<file path="config.mk">
export PLATFORM = sky130hd
export DESIGN_NAME = pipe_hazard_ctrl
export DESIGN_NICKNAME = d
export VERILOG_FILES = /design/src/rtl/pipe_hazard_ctrl.sv
export SDC_FILE = /design/constraint.sdc
export NUM_CORES = 1
export LEC_CHECK = 0
export ABC_AREA = 1
export BUFFER_PORTS_ARGS = -buffer_cell sky130_fd_sc_hd__clkbuf_2
export CAP_MARGIN = 40
export CORE_MARGIN = 8
export CORE_UTILIZATION = 55
export CTS_BUF_LIST = sky130_fd_sc_hd__clkbuf_8
export DETAILED_ROUTE_END_ITERATION = 8
export PLACE_DENSITY = 0.95
export SYNTH_ARGS = -nofsm -noshare
export SYNTH_HDL_FRONTEND = slang
export SYNTH_SLANG_ARGS = --single-unit
export TNS_END_PERCENT = 1
</file>
<file path="constraint.sdc">
create_clock -name clk -period 2.15 [get_ports clk]
set_input_delay 0.215 -clock clk [delete_from_list [all_inputs] [get_ports clk]]
set_output_delay 0.215 -clock clk [all_outputs]
set_load 0.005 [all_outputs]
</file>
<file path="src/rtl/pipe_hazard_ctrl.sv">
// Stall/flush scheduler for the 5-stage pipeline: merges stage stall requests,
// sequences exception redirects around in-flight fetches, and counts stalls/flushes.
module pipe_hazard_ctrl #(
  parameter int unsigned CNT_W = 32
) (
  input  logic             clk,
  input  logic             rst,
  input  logic             if_stall_req,
  input  logic             id_stall_req,
  input  logic             ex_stall_req,
  input  logic             mem_stall_req,
  input  logic             exc_req,
  input  logic [31:0]      exc_target,
  output logic             stall_pc,
  output logic             stall_if_id,
  output logic             stall_id_ex,
  output logic             stall_ex_mem,
  output logic             flush_if_id,
  output logic             flush_id_ex,
  output logic             flush_ex_mem,
  output logic             flush_mem_wb,
  output logic             redirect_valid,
  output logic [31:0]      redirect_pc,
  output logic             busy_wait_if,
  output logic [CNT_W-1:0] stall_cycles,
  output logic [CNT_W-1:0] flush_events
);

  localparam int unsigned PC_W = 32;

  typedef enum logic {
    S_RUN     = 1'b0,
    S_WAIT_IF = 1'b1
  } state_e;

  state_e            state_q, state_d;
  logic [PC_W-1:0]   target_q, target_d;
  logic [CNT_W-1:0]  stall_cycles_q, stall_cycles_d;
  logic [CNT_W-1:0]  flush_events_q, flush_events_d;
  logic              exc_accept;

  // Control outputs and next state; a D-cache miss blocks exception acceptance.
  always_comb begin
    stall_pc       = 1'b0;
    stall_if_id    = 1'b0;
    stall_id_ex    = 1'b0;
    stall_ex_mem   = 1'b0;
    flush_if_id    = 1'b0;
    flush_id_ex    = 1'b0;
    flush_ex_mem   = 1'b0;
    flush_mem_wb   = 1'b0;
    redirect_valid = 1'b0;
    redirect_pc    = '0;
    state_d        = state_q;
    target_d       = target_q;
    exc_accept     = exc_req && !mem_stall_req;

    unique case (state_q)
      S_RUN: begin
        if (exc_accept) begin
          flush_if_id  = 1'b1;
          flush_id_ex  = 1'b1;
          flush_ex_mem = 1'b1;
          flush_mem_wb = 1'b1;
          redirect_pc  = exc_target;
          if (if_stall_req) begin
            target_d = exc_target;
            state_d  = S_WAIT_IF;
          end else begin
            redirect_valid = 1'b1;
          end
        end else if (mem_stall_req) begin
          stall_pc     = 1'b1;
          stall_if_id  = 1'b1;
          stall_id_ex  = 1'b1;
          stall_ex_mem = 1'b1;
          flush_mem_wb = 1'b1;
        end else if (ex_stall_req) begin
          stall_pc     = 1'b1;
          stall_if_id  = 1'b1;
          stall_id_ex  = 1'b1;
          flush_ex_mem = 1'b1;
        end else if (id_stall_req) begin
          stall_pc    = 1'b1;
          stall_if_id = 1'b1;
          flush_id_ex = 1'b1;
        end else if (if_stall_req) begin
          stall_pc    = 1'b1;
          flush_if_id = 1'b1;
        end
      end
      S_WAIT_IF: begin
        // Pipeline is already drained; only the stale fetch needs discarding.
        stall_pc    = 1'b1;
        flush_if_id = 1'b1;
        target_d    = exc_accept ? exc_target : target_q;
        redirect_pc = target_d;
        if (!if_stall_req) begin
          redirect_valid = 1'b1;
          state_d        = S_RUN;
        end
      end
      default: state_d = S_RUN;
    endcase

    if (rst) begin
      stall_pc       = 1'b0;
      stall_if_id    = 1'b0;
      stall_id_ex    = 1'b0;
      stall_ex_mem   = 1'b0;
      flush_if_id    = 1'b0;
      flush_id_ex    = 1'b0;
      flush_ex_mem   = 1'b0;
      flush_mem_wb   = 1'b0;
      redirect_valid = 1'b0;
      redirect_pc    = '0;
    end

    stall_cycles_d = stall_cycles_q + CNT_W'(stall_pc);
    flush_events_d = flush_events_q + CNT_W'(exc_accept);
  end

  always_ff @(posedge clk) begin
    if (rst) begin
      state_q        <= S_RUN;
      target_q       <= '0;
      stall_cycles_q <= '0;
      flush_events_q <= '0;
    end else begin
      state_q        <= state_d;
      target_q       <= target_d;
      stall_cycles_q <= stall_cycles_d;
      flush_events_q <= flush_events_d;
    end
  end

  assign busy_wait_if = (state_q == S_WAIT_IF);
  assign stall_cycles = stall_cycles_q;
  assign flush_events = flush_events_q;

endmodule
</file>
==> impl_metrics.ini, run 1 <==
[status]
outcome = finished, final reports clean

[drt]
drcViolationCount = 0
postRouteAntennaNets = 0
vias = 5815
drt_iter0_drc = 443
wl_per_cell_um = 13.05
vias_per_cell = 5.183
dr.pass1.iters = 5
routed_wirelength_um = 14650

[layout]
fin_nets = 1032
layout-drive-gt1-share_pct = 20.85
post_layout_nonfiller_instances = 1122
syn_to_final_growth_pct = 20.97
final_util_pct = 68.73
fin_area_mm2 = 0.006381
antenna_cells = 0

[critical_path]
rrSetupSlack_ns = 0.17
crit_fanout = 7
crit-reg2reg-launch = busy_wait_if
worstRegToRegCells = 11
cp_data_arrival_time_ns = 2.24
critical_path_class = flop to flop
rr_endpoint = stall_cycles[20]
required_ns = 2.42
worstSetupStartpointType = flop
worst_setup_path_end_kind = flop

[place]
dpl_cell_area_mm2 = 0.006183
place_inst = 1107
routabilityCongestion = 0.9066
post-dp-hpwl_um = 11000
port_buffers = 144

[cts]
cts.path.max_buffers = 2
clock_latency_ns = 0.36
clk_pin_slew_worst_paths_ns = 0.10
clockRootBuffer = clkbuf_8
numCtsBuffers = 9
cts_max_level = 3
clock-sinks = 97
cts_tree = done
cts.hold.buffers_added = 0

[min_path]
min_from = exc_target[1]
worstHoldPathType = primary input to flop
hold_path_depth = 5
hold_end = target_q[1]

[global_routing]
grt_pass1_vias = 5460
grt_max_degree = 65
grt_pass1_wl_um = 24750
antenna_found_initial = 0
grt-ovfl-total = 0
groute.usage.overall_pct = 22.58

[power]
power.leakage_nw = 2.887
netSwitchingFraction_pct = 26.50
p_comb_share_pct = 11.3
p_int_mw = 2.542
peakVddDrop_mv = 0.2583
pwr-share-clk_pct = 34.1
fin_total_pwr_mw = 3.459
pwr_density_cell_mw_per_mm2 = 542.1
power_frac_seq_pct = 54.5
power_switching_mw = 0.9165

[yosys]
synth_area_leader_cell = dfxtp_1
ys_seq_elements = 97
avgSynthCellArea_um2 = 6.221
ys.warnings.count = 0
syn_nets = 891
synth-seq-area-share_pct = 36.81
synth_area_mm2 = 0.005275
netlist_instances = 848
synth_top_area_share_pct = 36.81
synth.area.top_cells = dfxtp_1, nand2_1, nor2_1
ys_types = 29

[sta]
period_needed_ns = 1.979
setup_viol = 0
rsz0062_at_grt = no
fin_setup_tns_ns = 0
timing.fmax_mhz = 505.3
hold_viol = 0
maxSlewHeadroom_pct = 69.73
tightest_slew_ns = 0.4540
slew_violations = 0
finalCritPeriodShare_pct = 92.06
finClkSkew_ns = 0.01507

[die]
die_w_um = 113.9
io_pins = 145
rows = 35
core_mm2 = 0.009284
start_util_pct = 56.82
die-area_mm2 = 0.01298
die_h_um = 113.9

[job]
cap_violations = 0
layout by cell type (no fill, tap or decap), drive strengths merged:
cell type | synthesis | final
nor3 | 34 | 34
clkbuf | 8 | 153
inv | 74 | 76
buf | 25 | 19
and2 | 9 | 9
clkinvlp | 0 | 2
o31ai | 1 | 1
a21oi | 76 | 76
nor2 | 185 | 185
and3 | 2 | 2
o21ai | 45 | 45
clkinv | 0 | 1
nand3 | 63 | 63
or2 | 4 | 4
dfxtp | 97 | 97
o21a | 3 | 3
bufinv | 0 | 1
nand2 | 211 | 211
xnor2 | 2 | 2
ha | 4 | 4
nand3b | 1 | 1
xor2 | 4 | 4
worst max path at each step:
stage                              from          endpoint  slack [ns]  cells after the start
final                      busy_wait_if  stall_cycles[20]        0.17                     11
after detailed placement  mem_stall_req  stall_cycles[28]       -0.11                     14
after floorplan           mem_stall_req  stall_cycles[24]        0.08                     15
after global routing       busy_wait_if  stall_cycles[20]       0.001                     11
after global placement    mem_stall_req  stall_cycles[28]       -0.02                     14
after CTS                  busy_wait_if    redirect_pc[2]        0.06                      5
routing by layer:
layer	vias up	GRT usage (%)	wire, µm
met5	-	0	0
met4	0	7.808	183
met3	17	5.652	1317
met2	246	38.17	7037
met1	2567	27.20	6109
li1	2985	-	-
worst max-delay path, cell delays in order (launching register included):
cell and delay, ns:
dfxtp_1 0.35, inv_1 0.09, a21oi_1 0.21, ha_1 0.20
ha_1 0.17, nand2_1 0.09, nor2_2 0.18, nand2_2 0.14
nor2_2 0.24, nand3_1 0.10, nand2_1 0.08, nor2_1 0.04
metrics by stage:
stage / setup slack (ns) / hold slack (ns)
floorplan: 0.07542 / 0.3789
global placement: -0.02472 / 0.4825
detailed placement: -0.1098 / 0.5023
CTS: 0.05516 / 0.1596
global route: 0.001138 / 0.1870
finish: 0.1708 / 0.1818
flip-flops by register name (all words and copies together), names as in the netlist:
| register | count |
|---|---|
| stall_cycles | 32 |
| flush_events | 32 |
| target_q | 32 |
| busy_wait_if | 1 |
layout make-up:
type | count | area, µm²
fillers | 826 | 2903
multi-input cells | 644 | 2894
flip-flops and latches | 97 | 1942
repair buffers | 163 | 912.1
inverters | 74 | 280.3
well taps | 129 | 161.4
clock buffers | 9 | 123.9
clock inverters | 6 | 67.56
timing repair:
item,in CTS,in global routing
endpoints found under the setup margin,0,15
gates resized for setup,0,2
endpoints found under the hold margin,0,0
setup buffers,0,0
cells in the mapped netlist:
| library cell | number |
|---|---|
| inv_1 | 72 |
| nor2_2 | 12 |
| buf_1 | 2 |
| nand2_2 | 5 |
| buf_2 | 18 |
| buf_6 | 1 |
| o21ai_0 | 43 |
| inv_2 | 1 |
| nand2_1 | 206 |
| nand3b_1 | 1 |
| ha_1 | 4 |
| o21a_1 | 3 |
| or2_2 | 4 |
| dfxtp_1 | 97 |
| buf_4 | 4 |
| a21oi_1 | 76 |
| nor3_1 | 34 |
| o21ai_2 | 1 |
| inv_4 | 1 |
| nand3_1 | 63 |
| clkbuf_1 | 8 |
| o21ai_4 | 1 |
| xor2_1 | 4 |
| nor2_4 | 2 |
| xnor2_1 | 2 |
| and3_1 | 2 |
| o31ai_1 | 1 |
| and2_1 | 9 |
| nor2_1 | 171 |
power groups by stage:
stage	registers, mW	logic (mW)	clock network [mW]
2_1_floorplan	1.92	0.257	0
3_3_place_gp	1.92	0.375	0
3_5_place_dp	1.93	0.393	0
4_1_cts	1.89	0.394	1.21
5_1_grt	1.89	0.447	1.28
6_report	1.89	0.391	1.18
cell families after synthesis:
family / synth area share (%)
flip-flops: 36.81
AND/OR/NAND/NOR: 40.39
AO/OA/AOI/OAI: 12.33
buffers and inverters: 8.515
adder cells (fa/ha/maj): 0.9488
XOR/XNOR: 0.9962
No activity file was read; power rests on OpenSTA's default activity.
==> run 2: changes to the inputs <==
--- a/config.mk
+++ b/config.mk
@@ -12,7 +12,7 @@
 export CORE_UTILIZATION = 55
 export CTS_BUF_LIST = sky130_fd_sc_hd__clkbuf_8
 export DETAILED_ROUTE_END_ITERATION = 8
-export PLACE_DENSITY = 0.95
+export PLACE_DENSITY = 0.83
 export SYNTH_ARGS = -nofsm -noshare
 export SYNTH_HDL_FRONTEND = slang
 export SYNTH_SLANG_ARGS = --single-unit
==> run 2 against run 1 <==
Net effect: wire length is 2.2% lower; worst hold slack got worse by 0.0030 ns; highest routed layer unchanged; via count decreased by 3.7%; critical path type is now flop to primary output; register-to-register slack better by 0.05 ns; critical endpoint is now redirect_pc[22]; global-route usage down 0.63 points; maximum frequency down 3.1%; design area increased by 0.35%; worst setup slack got worse by 0.063 ns.
==> impl_metrics.ini, run 2 (same netlist as run 1, synthesis figures left out) <==
[critical_path]
worst_setup_path_end_kind = primary output
slowest_delay_ns = 0.35
cp_num_buf_inv = 3
worst_path_max_delay_cell = dfxtp_1
cp_data_arrival_time_ns = 1.83
crit_family = buffers and inverters
rrSetupSlack_ns = 0.22
worstSetupStartpointType = flop
crit_fanout = 36
critical_path_class = flop to primary output
required_ns = 1.93
cp_cell_sequence = buf_6, o21ai_4, buf_12, nor3_1, clkbuf_2

[global_routing]
grt-ovfl-total = 0
antenna_found_initial = 0
grt_max_degree = 78
groute.usage.overall_pct = 21.95
grt_pass1_wl_um = 24020
grt_pass1_vias = 5206

[die]
io_pins = 145
die-area_mm2 = 0.01298
core_mm2 = 0.009284
rows = 35
start_util_pct = 56.82
die_h_um = 113.9
die_w_um = 113.9

[power]
pwr_density_cell_mw_per_mm2 = 551.2
fin_total_pwr_mw = 3.530
power.leakage_nw = 2.892
peakVddDrop_mv = 0.3131

[sta]
maxSlewHeadroom_pct = 51.53
slew_violations = 0
finClkSkew_ns = 0.01576
tightest_slew_ns = 0.7270
period_needed_ns = 2.043
holdWs_ns = 0.1788
finalCritPeriodShare_pct = 95.00
timing.fmax_mhz = 489.6
rsz0062_at_grt = yes
setup_viol = 0
hold_viol = 0

[cts]
cts_tree = done
cts_setup_buffers = 0
cts.path.max_buffers = 2
cts.hold.buffers_added = 0
clockRootBuffer = clkbuf_8
numCtsBuffers = 9
cts_max_level = 3
clock-sinks = 97
clock_latency_ns = 0.36
clk_pin_slew_worst_paths_ns = 0.11

[place]
port_buffers = 144
post-dp-hpwl_um = 10630
routabilityCongestion = 0.8847

[layout]
antenna_cells = 0
layout-drive-gt1-share_pct = 21.01
final_common_cell = nand2_1
fin_nets = 1033
syn_to_final_growth_pct = 21.39
layout_common_cells = nand2_1, nor2_1, clkbuf_2

[job]
cap_violations = 0

[status]
outcome = finished, final reports clean

[drt]
drcViolationCount = 0
vias_per_cell = 4.980
routed_wirelength_um = 14330
postRouteAntennaNets = 0
dr.pass1.iters = 5
vias = 5597
drt_iter0_drc = 394
wl_per_cell_um = 12.75

[min_path]
worstHoldPathType = primary input to flop
[run 2: stage by stage]
step           instances  instance area, µm²  setup slack (ns)  setup TNS, ns  util, %
5_1_grt             1124                6404         -0.008860      -0.008860    68.98
3_5_place_dp        1108                6171          -0.04993        -0.2478    66.47
4_1_cts             1124                6386           0.09134              0    68.79
3_3_place_gp        1108                6171          -0.03806        -0.1239    66.47
6_report            1124                6404            0.1075              0    68.98
2_1_floorplan        848                5275           0.07542              0        -
[run 2: worst paths after layout]
kind,to,start,cells after the start
worst min-delay path,target_q[5],exc_target[5],5
worst max register to register,stall_cycles[21],busy_wait_if,11
worst min register to register,stall_cycles[7],stall_cycles[7],2
worst max-delay path,redirect_pc[22],busy_wait_if,5
[run 2: timing repair]
action | 4_1_cts | 5_1_grt
pin swaps | 0 | 0
gates cloned | 0 | 0
gates resized for setup | 1 | 4
setup endpoints to repair | 1 | 13
[run 2: per-layer routing]
metal  vias up  global-route usage (%)  share of wire, %
met5         -                       0                 0
met4         0                   5.945               1.2
met3        14                   5.811               7.2
met2       168                   36.20                46
met1      2437                   27.55                46
li1       2978                       -                 -
[run 2: worst min-delay path: stages]
cell      delay, ns
clkbuf_2       0.08
nand2_1        0.05
nand2_1        0.04
inv_1          0.06
a21oi_1        0.06
[run 2: power by group]
group          total (mW)  switching (mW)  leakage (nW)  internal, mW
logic               0.389           0.236          2.00         0.154
registers            1.89          0.0371         0.787          1.85
clock network        1.25           0.670         0.101         0.585
total                3.53           0.943          2.89          2.59
[run 2: final cells by class]
class / instances / area (µm²)
inverter: 74 / 280.3
timing repair buffer: 164 / 899.6
clock inverter: 6 / 73.82
sequential: 97 / 1942
multi-input combinational: 644 / 2909
clock buffer: 10 / 137.6
fill: 881 / 2880
tap: 129 / 161.4
